==> src/rtl/hex_pkg.sv <==
// Shared types and constants for the HEX display path.
// The word decoder and the marquee both speak in seg_t.
package hex_pkg;

    // Active-low 7-segment pattern, bit 6..0 = segments 6..0.
    typedef logic [6:0] seg_t;

    localparam seg_t SEG_BLANK  = 7'b1111111;
    localparam int   NUM_DIGITS = 6;
    localparam int   RING_LEN   = 7;   // six captured digits plus one blank gap

    // Scroll offset into the ring, 0..RING_LEN-1.
    typedef logic [2:0] off_t;
    localparam off_t OFF_LAST = off_t'(RING_LEN - 1);

    typedef enum logic {
        ST_IDLE   = 1'b0,
        ST_SCROLL = 1'b1
    } state_e;

    // Ring position shown on digit k (k = 0 is the leftmost display).
    // Both operands are below RING_LEN, so one conditional subtract
    // replaces a full modulo.
    function automatic off_t ring_idx(input off_t off, input int k);
        int s;
        s = int'(off) + k;
        if (s >= RING_LEN) begin
            s = s - RING_LEN;
        end
        return off_t'(s);
    endfunction

endpackage

==> src/rtl/tick_gen.sv <==
// Scroll prescaler: counts 0..TICK_DIV-1 while enabled and emits a
// one-cycle tick during the cycle in which the count sits at TICK_DIV-1.
module tick_gen #(
    parameter int unsigned TICK_DIV = 25_000_000
) (
    input  logic clk,
    input  logic reset,
    input  logic clr,
    input  logic en,
    output logic tick
);

    localparam int unsigned     CNT_W    = (TICK_DIV > 1) ? $clog2(TICK_DIV) : 1;
    localparam logic [CNT_W-1:0] CNT_LAST = CNT_W'(TICK_DIV - 1);

    logic [CNT_W-1:0] cnt_q;
    logic [CNT_W-1:0] cnt_d;

    // Tick decode and next count: hold at zero while disabled or cleared.
    always_comb begin
        // NOTE: every signal written here gets a default first, so no path
        // leaves it unassigned and no latch is inferred.
        tick  = en && (cnt_q == CNT_LAST);
        cnt_d = cnt_q;
        if (clr || !en || tick) begin
            cnt_d = '0;
        end else begin
            cnt_d = cnt_q + CNT_W'(1);
        end
    end

    // Count register with synchronous reset.
    always_ff @(posedge clk) begin
        // NOTE: state is updated with <= so every flop samples values from
        // before the edge, independent of block evaluation order.
        if (reset) begin
            cnt_q <= '0;
        end else begin
            cnt_q <= cnt_d;
        end
    end

endmodule

==> src/rtl/hex_marquee.sv <==
// Display stage for the word decoder: captures six segment patterns on
// load and shows them statically or as a left-scrolling marquee with a
// single blank gap. hex5 / leds5 are the leftmost digit.
module hex_marquee
    import hex_pkg::*;
#(
    parameter int unsigned TICK_DIV = 25_000_000
) (
    input  logic       clk,
    input  logic       reset,
    input  logic       load,
    input  logic       scroll_en,
    input  logic [6:0] leds0,
    input  logic [6:0] leds1,
    input  logic [6:0] leds2,
    input  logic [6:0] leds3,
    input  logic [6:0] leds4,
    input  logic [6:0] leds5,
    output logic [6:0] hex0,
    output logic [6:0] hex1,
    output logic [6:0] hex2,
    output logic [6:0] hex3,
    output logic [6:0] hex4,
    output logic [6:0] hex5,
    output logic       step
);

    state_e state_q, state_d;
    seg_t   frame_q [NUM_DIGITS];   // frame_q[0] is the leftmost digit
    seg_t   frame_d [NUM_DIGITS];
    off_t   off_q, off_d;
    logic   step_q, step_d;

    logic   in_scroll;
    logic   cnt_clr;
    logic   tick;

    seg_t   ring [RING_LEN];
    seg_t   disp [NUM_DIGITS];      // disp[i] drives hex<i>

    // The prescaler runs only in SCROLL; a load or a scroll_en drop
    // restarts it so the next step is a full TICK_DIV away.
    assign in_scroll = (state_q == ST_SCROLL);
    assign cnt_clr   = load || (in_scroll && !scroll_en);

    tick_gen #(
        .TICK_DIV (TICK_DIV)
    ) u_tick_gen (
        .clk   (clk),
        .reset (reset),
        .clr   (cnt_clr),
        .en    (in_scroll),
        .tick  (tick)
    );

    // Next frame / offset / state: load beats scroll_en drop beats tick.
    always_comb begin
        state_d = state_q;
        frame_d = frame_q;
        off_d   = off_q;
        step_d  = 1'b0;

        if (load) begin
            frame_d = '{leds5, leds4, leds3, leds2, leds1, leds0};
            off_d   = '0;
        end else begin
            unique case (state_q)
                ST_IDLE: begin
                    off_d = '0;
                    if (scroll_en) begin
                        state_d = ST_SCROLL;
                    end
                end
                ST_SCROLL: begin
                    if (!scroll_en) begin
                        state_d = ST_IDLE;
                        off_d   = '0;
                    end else if (tick) begin
                        off_d  = (off_q == OFF_LAST) ? off_t'(0) : off_q + off_t'(1);
                        step_d = 1'b1;
                    end
                end
                default: begin
                    state_d = ST_IDLE;
                    off_d   = '0;
                end
            endcase
        end
    end

    // State, frame, offset and step registers with synchronous reset.
    always_ff @(posedge clk) begin
        if (reset) begin
            state_q <= ST_IDLE;
            // NOTE: the frame is a small register array, not a RAM, and it is
            // reset on purpose so the displays come up blank rather than
            // showing power-up garbage.
            frame_q <= '{default: SEG_BLANK};
            off_q   <= '0;
            step_q  <= 1'b0;
        end else begin
            state_q <= state_d;
            frame_q <= frame_d;
            off_q   <= off_d;
            step_q  <= step_d;
        end
    end

    // Output mux: digit k from the left shows ring[(off + k) mod 7].
    always_comb begin
        for (int i = 0; i < NUM_DIGITS; i++) begin
            ring[i] = frame_q[i];
        end
        ring[RING_LEN-1] = SEG_BLANK;

        disp = '{default: SEG_BLANK};
        for (int k = 0; k < NUM_DIGITS; k++) begin
            disp[NUM_DIGITS-1-k] = ring[ring_idx(off_q, k)];
        end
    end

    assign hex0 = disp[0];
    assign hex1 = disp[1];
    assign hex2 = disp[2];
    assign hex3 = disp[3];
    assign hex4 = disp[4];
    assign hex5 = disp[5];
    assign step = step_q;

endmodule
==> config.mk <==
export PLATFORM = sky130hd
export DESIGN_NAME = hex_marquee
export DESIGN_NICKNAME = d
export VERILOG_FILES = /design/src/rtl/hex_pkg.sv /design/src/rtl/tick_gen.sv /design/src/rtl/hex_marquee.sv
export SDC_FILE = /design/constraint.sdc
export NUM_CORES = 1
export LEC_CHECK = 0
export CAP_MARGIN = 20
export CORE_MARGIN = 5
export CORE_UTILIZATION = 55
export CTS_CLUSTER_DIAMETER = 60
export CTS_CLUSTER_SIZE = 24
export DETAILED_ROUTE_END_ITERATION = 10
export PLACE_DENSITY = 0.85
export SYNTH_ARGS = -nofsm -noshare
export SYNTH_HDL_FRONTEND = slang
export SYNTH_HIERARCHICAL = 1
export SYNTH_SLANG_ARGS = --single-unit
export TNS_END_PERCENT = 10
==> constraint.sdc <==
create_clock -name clk -period 7.4 [get_ports clk]
set_input_delay 2.22 -clock clk [delete_from_list [all_inputs] [get_ports clk]]
set_output_delay 2.22 -clock clk [all_outputs]
set_load 0.03 [all_outputs]
# Word-level counts from Yosys, hierarchy flattened
# Index checks and enable logic that the tools add are counted.
totals:
  reg_bits: 72
  latchBits: 0
  mem_bits_rw: 0
  mem_bits_ro: 0
  in_bits: 46
  n_memories: 0
classes:
  addsub: 13
  mul: 0
  div: 0
  order_cmp: 12
  n_eq_ne: 3
  shift: 0
  n_mux: 30
  bitwise: 8
  n_reduce_logical: 10
op_table:
  columns: ["cell", "count"]
  rows:
  - ["$bmux W7 S3", 6]
  - ["$mux W7", 12]
  - ["$mux W3", 9]
  - ["$add A25 B1 Y25 const B", 1]
  - ["$eq A25 B25 Y1 const B", 1]
  - ["$ge A4 B4 Y1 const B", 6]
  - ["$not A3 Y4", 6]
  - ["$ge A4 B3 Y1 const B", 5]
  - ["$sub A3 B3 Y3 const B", 6]
  - ["$add A3 B2 Y4 const B", 2]
  - ["$add A3 B3 Y4 const B", 2]
  - ["$pmux W3 S2", 1]
  - ["$add A3 B1 Y4 const B", 1]
  - ["$reduce_or A2 Y1", 2]
  - ["$reduce_or A4 Y1", 1]
  - ["$add A3 B1 Y3 const B", 1]
  - ["$eq A3 B3 Y1 const B", 1]
  - ["$ge A3 B3 Y1 const B", 1]
  - ["$logic_or A1 B1 Y1", 3]
  - ["$ne A3 B2 Y1 const B", 1]
  - ["$logic_and A1 B1 Y1", 2]
  - ["$logic_not A1 Y1", 2]
  - ["$mux W1", 2]
  - ["$not A1 Y1", 2]

# Depth between registers and ports, before layout
# Gate-level depths: netlist of the first run.
logic_depth:
  depth_word: 7
  ltp_mapped: 12

# Cells and area by module
# Netlist of the first run, hierarchy kept.
modules_own_cells:
  columns: ["mod", "n_inst", "cells_per_inst", "area_per_inst_um2"]
  rows:
  - ["hex_marquee", 1, 519, 4489.3]
  - ["tick_gen", 1, 135, 1172.4]

# Least setup slack after synthesis of the first run
# No wires, ideal clock.
synth_timing:
  kind: "reg2out"
  from: "reg off_q[0]"
  to: "out hex0[3]"
  arrival_time_ns: 2.905
  slack_ns: 2.275
  path_stages_with_launch: 13
  path_cell_list: "dfxtp_1 > buf_6 > inv_1 > buf_2 > ha_1 > buf_6 > and2_1 > a31oi_4 > and2_1 > buf_6 > buf_12 > mux2i_1 > a221oi_1"
synth_via:
  elab_chain_cells: 7
synth_lines:
  columns: ["item", "line_no", "rtl"]
  rows:
  - ["start, declared", "hex_marquee.sv:31", "off_t off_q, off_d;"]
  - ["start signal, assigned", "hex_marquee.sv:99", "off_q <= '0;"]
  - ["start signal, assigned", "hex_marquee.sv:104", "off_q <= off_d;"]
  - ["$add A3 B3 Y4 *", "hex_pkg.sv:26", "s = int'(off) + k;"]
  - ["$ge A4 B3 Y1 or $sub A3 B3 Y3 (tied branches)", "hex_pkg.sv:27, hex_pkg.sv:28", null]
  - ["$mux W3 *", "hex_pkg.sv:27", "if (s >= RING_LEN) begin"]
  - ["$not A3 Y4 (implied by the code) *", "hex_marquee.sv:118", "disp[NUM_DIGITS-1-k] = ring[ring_idx(off_q, k)];"]
  - ["$bmux W7 S3 *", "hex_marquee.sv:118", null]
  - ["$mux W7 (implied by the code) * (2 in series)", "hex_marquee.sv:118", null]
  - ["end, declared", "hex_marquee.sv:19", "output logic [6:0] hex0,"]
# Every way passes the cells marked *; elsewhere a longest branch is shown, timed or not. The select of a mux whose other input is x is not followed.

# Worst setup path in the final report of the first run
layout_timing:
  from: "reg off_q[0]"
  to: "out hex0[6]"
# The elaborated chain is that of the path after synthesis.

==> results.md, run 1 <==
* CP Capture Type: output port
* Clock Pin Slew Worst Setup and Hold Paths at 80 ps
* Worst R2R Setup Slack at 5020 ps
* GRT Total Usage at 0.274
* Final Wtd Congestion at 0.966
* Peak Freq at 0.143 GHz
* Met3 usage at 0.0576
* Critical path's largest stage delay at 860 ps
* Via count at 5746
* P per Cell Area at 140 nW/um^2
* Mean area per synthesized cell at 8.66 sq um
* Core area at 10200 sq um
* Worst Path Required at 5180 ps
* Reg-to-Reg Start: u_tick_gen/cnt_q[0]
* Remaining DRCs at 0
* Netlist cell types at 67
* RSZ-0062 raised after global routing: no
* TNS Setup at 0 ps
* Met2 usage at 0.427
* Most used cell, CP: ha_1
* Number of enable flip-flop cells after synthesis at 0
* Gates resized, CTS repair at 0
* Overall routed net length at 17600 microns
* ANT nets after route at 0
* Vias/cell at 6.66
* Die height at 111 microns
* Layout area overhead at 19.5%
* Filler cells at 815
* Worst flop-to-flop path endpoint: u_tick_gen/cnt_q[11]
* Rel. slew slack at 0.241
* Fin nets at 781
* WL per Instance at 20.4 microns
* Crit share post-route at 0.945
* Critical path, cell by cell: ha_1 > inv_1 > ha_1 > nor2b_4 > o21ai_2 > and2_1 > mux2i_1 > a221oi_1 > clkdlybuf4s50_1
* Clock sinks at 72
* Initial Util at 0.556
* Clk_skew at 9.78 ps
* Num rows at 37
* Max clock buf depth at 2
* LEAKAGE at 2.70 nW
* Reg2Reg Depth at 6
* CTS Root Cell: clkbuf_8
* Io pins at 89
* Max Slew Vio Count at 0
* TritonCTS clock tree: done
* Fraction of registers with async set/reset at 0
* Max Cap Viol at 0
* Slowest stage cell, crit path: dfxtp_1
* Synth Flop Type: dfxtp_1
* Type of origin of the critical path: register
* Worst IR drop on VDD at 0.156 mV
* Hold buffer count at CTS at 0
* Number of global-route vias before repair at 5382
* Critical Path AT at 4770 ps
* Fin. Hold Viols at 0
* Endpoint, Worst Hold: u_tick_gen/cnt_q[24]
* Share of cells above drive strength 1 at 0.0922
* Met1 Use GR at 0.375
* DP Wirelength at 12700 microns
* Top Usage Layer GRT: met2
* Initial antenna violation count at 0
* Syn Nets at 713
* Max FO, Critical Path at 23
* Hold_sp: u_tick_gen/cnt_q[24]
* Post-synth design cell area at 5660 sq um
* Pre-CTS setup slack at 849 ps
* Port bufs at 88
* Die area at 12400 sq um
* Synth Register Bits at 72
* Htree depth at 3
* Hold path cells at 2
* HP Class: register to register
* Fin Hold WS at 482 ps
* Register area share after synthesis at 0.255
* Num CTS Buffers at 9
* Least-Margin Pin Slew at 1140 ps
* First-pass DRT Iterations at 6
* Syn Inst Count at 654
* Post-CTS setup buffer count at 0
* Final setup violation count at 0
* Fin crit period at 6990 ps
* Overflow after GRT at 0
* DRT iter0 DRCs at 551
* Die W at 111 microns
* Final WS setup at 410 ps
* Yosys warns at 6
* CP Class: register to output port
* Skew-Pair Late Insertion Delay at 350 ps
* First-pass GRT wire length at 27900 microns
* Diodes inserted at 0
* Largest net degree at the start of global routing at 56
* Outcome: finished clean
==> registers in the layout, summed over array words and instances (netlist names) <==
register,cells
frame_q,42
u_tick_gen/cnt_q,25
off_q,3
in_scroll,1
step,1
==> layout by cell type, fill, tap and decap left out, types with 8 or more instances in the layout <==
| cell | netlist | routed |
|---|---|---|
| clkbuf_8 | 0 | 9 |
| a211oi_1 | 14 | 14 |
| xnor2_1 | 14 | 14 |
| nor2_1 | 60 | 60 |
| mux2i_1 | 75 | 75 |
| nand2_1 | 77 | 77 |
| inv_1 | 20 | 20 |
| o211a_1 | 8 | 8 |
| nand3_1 | 15 | 15 |
| a21oi_1 | 41 | 41 |
| nor3_1 | 10 | 10 |
| dfxtp_1 | 72 | 72 |
| o31ai_1 | 20 | 20 |
| o21ai_0 | 18 | 18 |
| buf_4 | 3 | 11 |
| ha_1 | 12 | 12 |
| a22oi_1 | 8 | 8 |
| mux2_2 | 8 | 8 |
| o22a_1 | 8 | 8 |
| a221oi_1 | 9 | 9 |
| o22ai_1 | 13 | 13 |
| mux4_2 | 12 | 12 |
| clkdlybuf4s50_1 | 0 | 87 |
==> critical path, delay by kind of cell (launching register included) <==
kind | cells | cell delay (ps)
AOI/OAI and AO/OA | 2 | 750
muxes | 1 | 160
adders and majority gates | 2 | 1000
and+or+nand+nor | 2 | 820
DFF | 1 | 860
buffers and inverters | 2 | 830
==> cell families after synthesis <==
family / after synthesis / synth area share
AOI/OAI and AO/OA: 166 / 0.204
xor gates and xnor gates: 19 / 0.0294
DFF: 72 / 0.255
and+or+nand+nor: 217 / 0.190
muxes: 103 / 0.231
adders and majority gates: 13 / 0.0301
buffers and inverters: 64 / 0.0606
==> where the power goes <==
| part | switching [mW] | total, mW | internal (mW) | leakage [nW] |
|---|---|---|---|---|
| logic | 0.0794 | 0.164 | 0.0850 | 2.01 |
| clock network | 0.153 | 0.344 | 0.192 | 0.103 |
| registers | 0.0385 | 0.440 | 0.402 | 0.590 |
| total | 0.270 | 0.949 | 0.678 | 2.70 |
==> per-layer routing <==
metal	up-vias	part of all wire
met5	-	0
met4	0	0.034
met3	63	0.099
met2	337	0.45
met1	2767	0.42
li1	2579	-
==> cell type report <==
cell class	instances	area (sq um)	area share
Clock inverter	6	92.6	0.0137
Inverter	21	78.8	0.0116
Sequential cell	72	1440	0.213
Tap cell	136	170	0.0251
Clock buffer	10	128	0.0189
Multi-Input combinational cell	518	3880	0.573
Timing Repair Buffer	100	978	0.145
==> per-stage QoR <==
step | cell area, sq um | utilization | power [mW] | cells
finish | 6770 | 0.664 | 0.949 | 863
global route | 6770 | 0.664 | 0.981 | 863
CTS | 6740 | 0.662 | 0.948 | 861
detailed placement | 6520 | 0.640 | 0.607 | 845
global placement | 6520 | 0.640 | 0.603 | 845
floorplan | 5660 | - | 0.524 | 654
==> synth_stat cells (all sizes together) (9+ instances only) <==
cell type  instances  area (sq um)
buf               26           200
mux2i             76           764
dfxtp             72          1440
ha                12           150
o22ai             13          81.3
nor3              10          50.1
nor2              62           243
o21ai             23           123
o22a               9          87.6
a21oi             43           223
nand3             17           103
inv               20          75.1
a211oi            14           105
xnor2             14           123
clkbuf            17          63.8
o31ai             20           150
mux4              19           454
a221oi             9          78.8
nand2             77           289
==> how the worst max path moves through the flow <==
stage / from / to / slack (ps) / cells past startpoint
2_1_floorplan: off_q[0] / hex0[3] / 2280 / 12
3_3_place_gp: off_q[0] / hex0[6] / 1010 / 9
3_5_place_dp: off_q[0] / hex0[6] / 850 / 9
4_1_cts: off_q[0] / hex0[6] / 470 / 9
5_1_grt: off_q[0] / hex0[6] / 150 / 9
6_report: off_q[0] / hex0[6] / 410 / 9
(Power assumes the default switching activity.)
==> inputs of run 2 (changes only) <==
Settings changed: ABC_AREA from default to 1.
==> results.md, run 2 <==
* Num CTS Buffers at 9 (unchanged)
* Critical path, cell by cell: inv_2 > ha_1 > o21ai_1 > inv_1 > nand2_1 > o21ai_0 > o21ai_0 > clkdlybuf4s50_1 (was ha_1 > inv_1 > ha_1 > nor2b_4 > o21ai_2 > and2_1 > mux2i_1 > a221oi_1 > clkdlybuf4s50_1)
* Worst flop-to-flop path endpoint: off_q[1] (was u_tick_gen/cnt_q[11])
* Top Registers: frame_q (42), u_tick_gen/cnt_q (25), off_q (3) (unchanged)
* Clock share of power at 0.340 (was 0.363)
* Filler cells at 972 (was 815)
* Sequential power share at 0.471 (was 0.464)
* DP Wirelength at 15300 microns (was 12700 microns)
* Worst Path Required at 5180 ps (about the same)
* Most common cell after layout, fill and taps aside: nand2_1 (was clkdlybuf4s50_1)
* Final instance area at 6860 sq um (was 6770 sq um)
* Fraction of registers with async set/reset at 0 (unchanged)
* Fin. Hold Viols at 0 (unchanged)
* Synth Register Bits at 72 (unchanged)
* Gates resized, CTS repair at 0 (unchanged)
* Peak Freq at 0.154 GHz (was 0.143 GHz)
* LEAKAGE at 2.92 nW (was 2.70 nW)
* Via count at 7082 (was 5746)
* Max clock buf depth at 2 (unchanged)
* Worst R2R Setup Slack at 5410 ps (was 5020 ps)
* Syn Inst Count at 1000 (was 654)
* Reg2Reg Depth at 11 (was 6)
* Htree depth at 3 (unchanged)
* Tot Pwr at 0.938 mW (was 0.949 mW)
* Area leader, netlist: dfxtp_1 (unchanged)
* Max Slew Vio Count at 0 (unchanged)
* First-pass DRT Iterations at 6 (unchanged)
* Final setup violation count at 0 (unchanged)
* Layout area overhead at 17.8% (was 19.5%)
* Critical Path AT at 4280 ps (was 4770 ps)
* Core area at 10300 sq um (was 10200 sq um)
* Port bufs at 88 (unchanged)
* Max FO, Critical Path at 15 (was 23)
* Remaining DRCs at 0 (unchanged)
* Reg-to-Reg Start: u_tick_gen/cnt_q[0] (unchanged)
* Most numerous cell in the Yosys netlist: nand2_1 (unchanged)
* TritonCTS clock tree: done (unchanged)
* Fin crit period at 6500 ps (was 6990 ps)
* Slowest stage cell, crit path: clkdlybuf4s50_1 (was dfxtp_1)
* Initial Util at 0.565 (was 0.556)
* Critical path's largest stage delay at 750 ps (was 860 ps)
* Type of origin of the critical path: register (unchanged)
* Syn Nets at 1059 (was 713)
* TNS Setup at 0 ps (unchanged)
* Sw frac at 0.322 (was 0.285)
* Vias/cell at 5.90 (was 6.66)
* Switch Pwr at 0.302 mW (was 0.270 mW)
* Outcome: finished clean (unchanged)
* Final Wtd Congestion at 1.03 (was 0.966)
* Crit share post-route at 0.879 (was 0.945)
* GRT Total Usage at 0.313 (was 0.274)
* Clock sinks at 72 (unchanged)
* Fin nets at 1119 (was 781)
* Worst IR drop on VDD at 0.112 mV (was 0.156 mV)
* Skew-Pair Late Insertion Delay at 360 ps (was 350 ps)
* DRT iter0 DRCs at 936 (was 551)
* Int Pwr at 0.636 mW (was 0.678 mW)
* Synth cell count leaders: nand2_1 (279), o21ai_0 (141), nand3_1 (104) (was nand2_1 (77), mux2i_1 (75), dfxtp_1 (72))
* Rel. slew slack at 0.283 (was 0.241)
* Most flops, register: frame_q (unchanged)
* Die height at 113 microns (was 111 microns)
* Critical Path Start: off_q[0] (unchanged)
* Area used by multi-input combinational logic at 3800 sq um (was 3880 sq um)
* Clk_skew at 7.10 ps (was 9.78 ps)
* Register area share after synthesis at 0.247 (was 0.255)
* Combinational share of power at 0.189 (was 0.173)
* P per Cell Area at 137 nW/um^2 (was 140 nW/um^2)
* Post-CTS setup buffer count at 0 (unchanged)
* Clock Pin Slew Worst Setup and Hold Paths at 80 ps (about the same)
* Netlist cell types at 36 (was 67)
* Num rows at 37 (unchanged)
* Share of cells above drive strength 1 at 0.0610 (was 0.0922)
* First-pass GRT wire length at 32200 microns (was 27900 microns)
* CTS Root Cell: clkbuf_8 (unchanged)
* HP Class: register to register (unchanged)
* WL per Instance at 16.6 microns (was 20.4 microns)
* Commonest cells after routing, fill and taps aside: nand2_1 (279), o21ai_0 (141), nand3_1 (104) (was clkdlybuf4s50_1 (87), nand2_1 (77), mux2i_1 (75))
* Max Cap Viol at 0 (unchanged)
* Number of enable flip-flop cells after synthesis at 0 (unchanged)
* Post-synth design cell area at 5830 sq um (was 5660 sq um)
* Placed Area at 6670 sq um (was 6520 sq um)
* Overall routed net length at 20000 microns (was 17600 microns)
* CP Class: register to output port (unchanged)
* CP Capture Type: output port (unchanged)
* Mean area per synthesized cell at 5.83 sq um (was 8.66 sq um)
* RSZ-0062 raised after global routing: no (unchanged)
* Sequential cell area at 1440 sq um (unchanged)
* Fin util at 0.665 (was 0.664)
* Largest net degree at the start of global routing at 77 (was 56)
* Io pins at 89 (unchanged)
* Post-synth top area share at 0.247 (was 0.255)
* Overflow after GRT at 0 (unchanged)
* Yosys warns at 6 (unchanged)
* Number of global-route vias before repair at 6196 (was 5382)
* Synth Flop Type: dfxtp_1 (unchanged)
* Diodes inserted at 0 (unchanged)
* Most used cell, CP: o21ai_0 (was ha_1)
* Largest cells by area after synthesis: dfxtp_1 (25%), nand2_1 (18%), o21ai_0 (12%) (was dfxtp_1 (25%), mux2i_1 (13%), nand2_1 (5.1%))
* ANT nets after route at 0 (unchanged)
* Initial antenna violation count at 0 (unchanged)
* Die area at 12800 sq um (was 12400 sq um)
* CP endpoint: hex3[6] (was hex0[6])
* Hold buffer count at CTS at 0 (unchanged)
* Least-Margin Pin Slew at 1060 ps (was 1140 ps)
* Die W at 113 microns (was 111 microns)
* Max FFs per register at 42 (unchanged)
==> run 2: cell count changes after synthesis, sizes merged, moves of 10 or more <==
cell,change
o31ai,-20
inv,+76
o21ai,+145
mux2i,-76
a21oi,+34
nand2,+222
a211oi,-14
mux4,-19
nand3,+90
nor3,-10
nor2,+31
==> run 2: per-stage QoR <==
stage / std cells / hold slack, ps / worst slack (ps)
2_1_floorplan: 1000 / 441 / 2640
3_3_place_gp: 1185 / 457 / 1500
3_5_place_dp: 1185 / 469 / 1460
4_1_cts: 1201 / 487 / 1040
5_1_grt: 1201 / 514 / 551
6_report: 1201 / 485 / 898
==> run 2: worst max-delay path: cells and delay by family, from the launching register on <==
family                     cells  cell delay [ps]
DFF                            1              720
adders and majority gates      1              560
buffers and inverters          3             1330
AOI/OAI and AO/OA              3             1030
and+or+nand+nor                1              260
==> run 2: cells by family (layout without fill, tap and decap cells) <==
| kind of cell | after synthesis | in the layout | share of synthesized area |
|---|---|---|---|
| adders and majority gates | 13 | 13 | 0.0292 |
| AOI/OAI and AO/OA | 268 | 268 | 0.243 |
| and+or+nand+nor | 503 | 503 | 0.369 |
| DFF | 72 | 72 | 0.247 |
| buffers and inverters | 137 | 202 | 0.101 |
| xor gates and xnor gates | 7 | 7 | 0.0105 |
==> run 2: power by group through the flow <==
| stage | clock (mW) | combinational, mW | sequential, mW |
|---|---|---|---|
| floorplan | 0 | 0.0979 | 0.428 |
| global placement | 0 | 0.172 | 0.446 |
| detailed placement | 0 | 0.174 | 0.445 |
| CTS | 0.322 | 0.174 | 0.436 |
| global route | 0.345 | 0.191 | 0.441 |
| finish | 0.319 | 0.177 | 0.441 |
==> run 2: worst min-delay path by stage <==
stage / startpoint / end / slack (ps) / cells past startpoint
after detailed placement: u_tick_gen/cnt_q[0] / u_tick_gen/cnt_q[0] / 470 / 1
after floorplan: u_tick_gen/cnt_q[0] / u_tick_gen/cnt_q[0] / 440 / 1
after CTS: u_tick_gen/cnt_q[24] / u_tick_gen/cnt_q[24] / 490 / 2
after global placement: u_tick_gen/cnt_q[0] / u_tick_gen/cnt_q[0] / 460 / 1
final: u_tick_gen/cnt_q[0] / u_tick_gen/cnt_q[0] / 480 / 1
after global routing: u_tick_gen/cnt_q[24] / u_tick_gen/cnt_q[24] / 510 / 2
==> run 2: area by class of cell <==
cell class / count / area share
clock inverters: 6 / 0.0100
inverters: 96 / 0.0532
multi-input cells: 791 / 0.554
flip-flops and latches: 72 / 0.210
clock buffers: 10 / 0.0186
repair buffers: 90 / 0.130
well taps: 136 / 0.0248
==> run 2: per-layer routing <==
metal	vias up	track usage	share of wire
li1	3421	-	-
met5	-	0	0
met4	0	0.0962	0.028
met3	51	0.0813	0.14
met1	3141	0.459	0.42
met2	469	0.446	0.41
==> inputs of run 3 (changes only) <==
Settings changed: CAP_MARGIN 20 to default, CTS_CLUSTER_DIAMETER 60 to default.
==> results of run 3 <==
No change in the layout: final DEF, timing and power equal those of run 2.
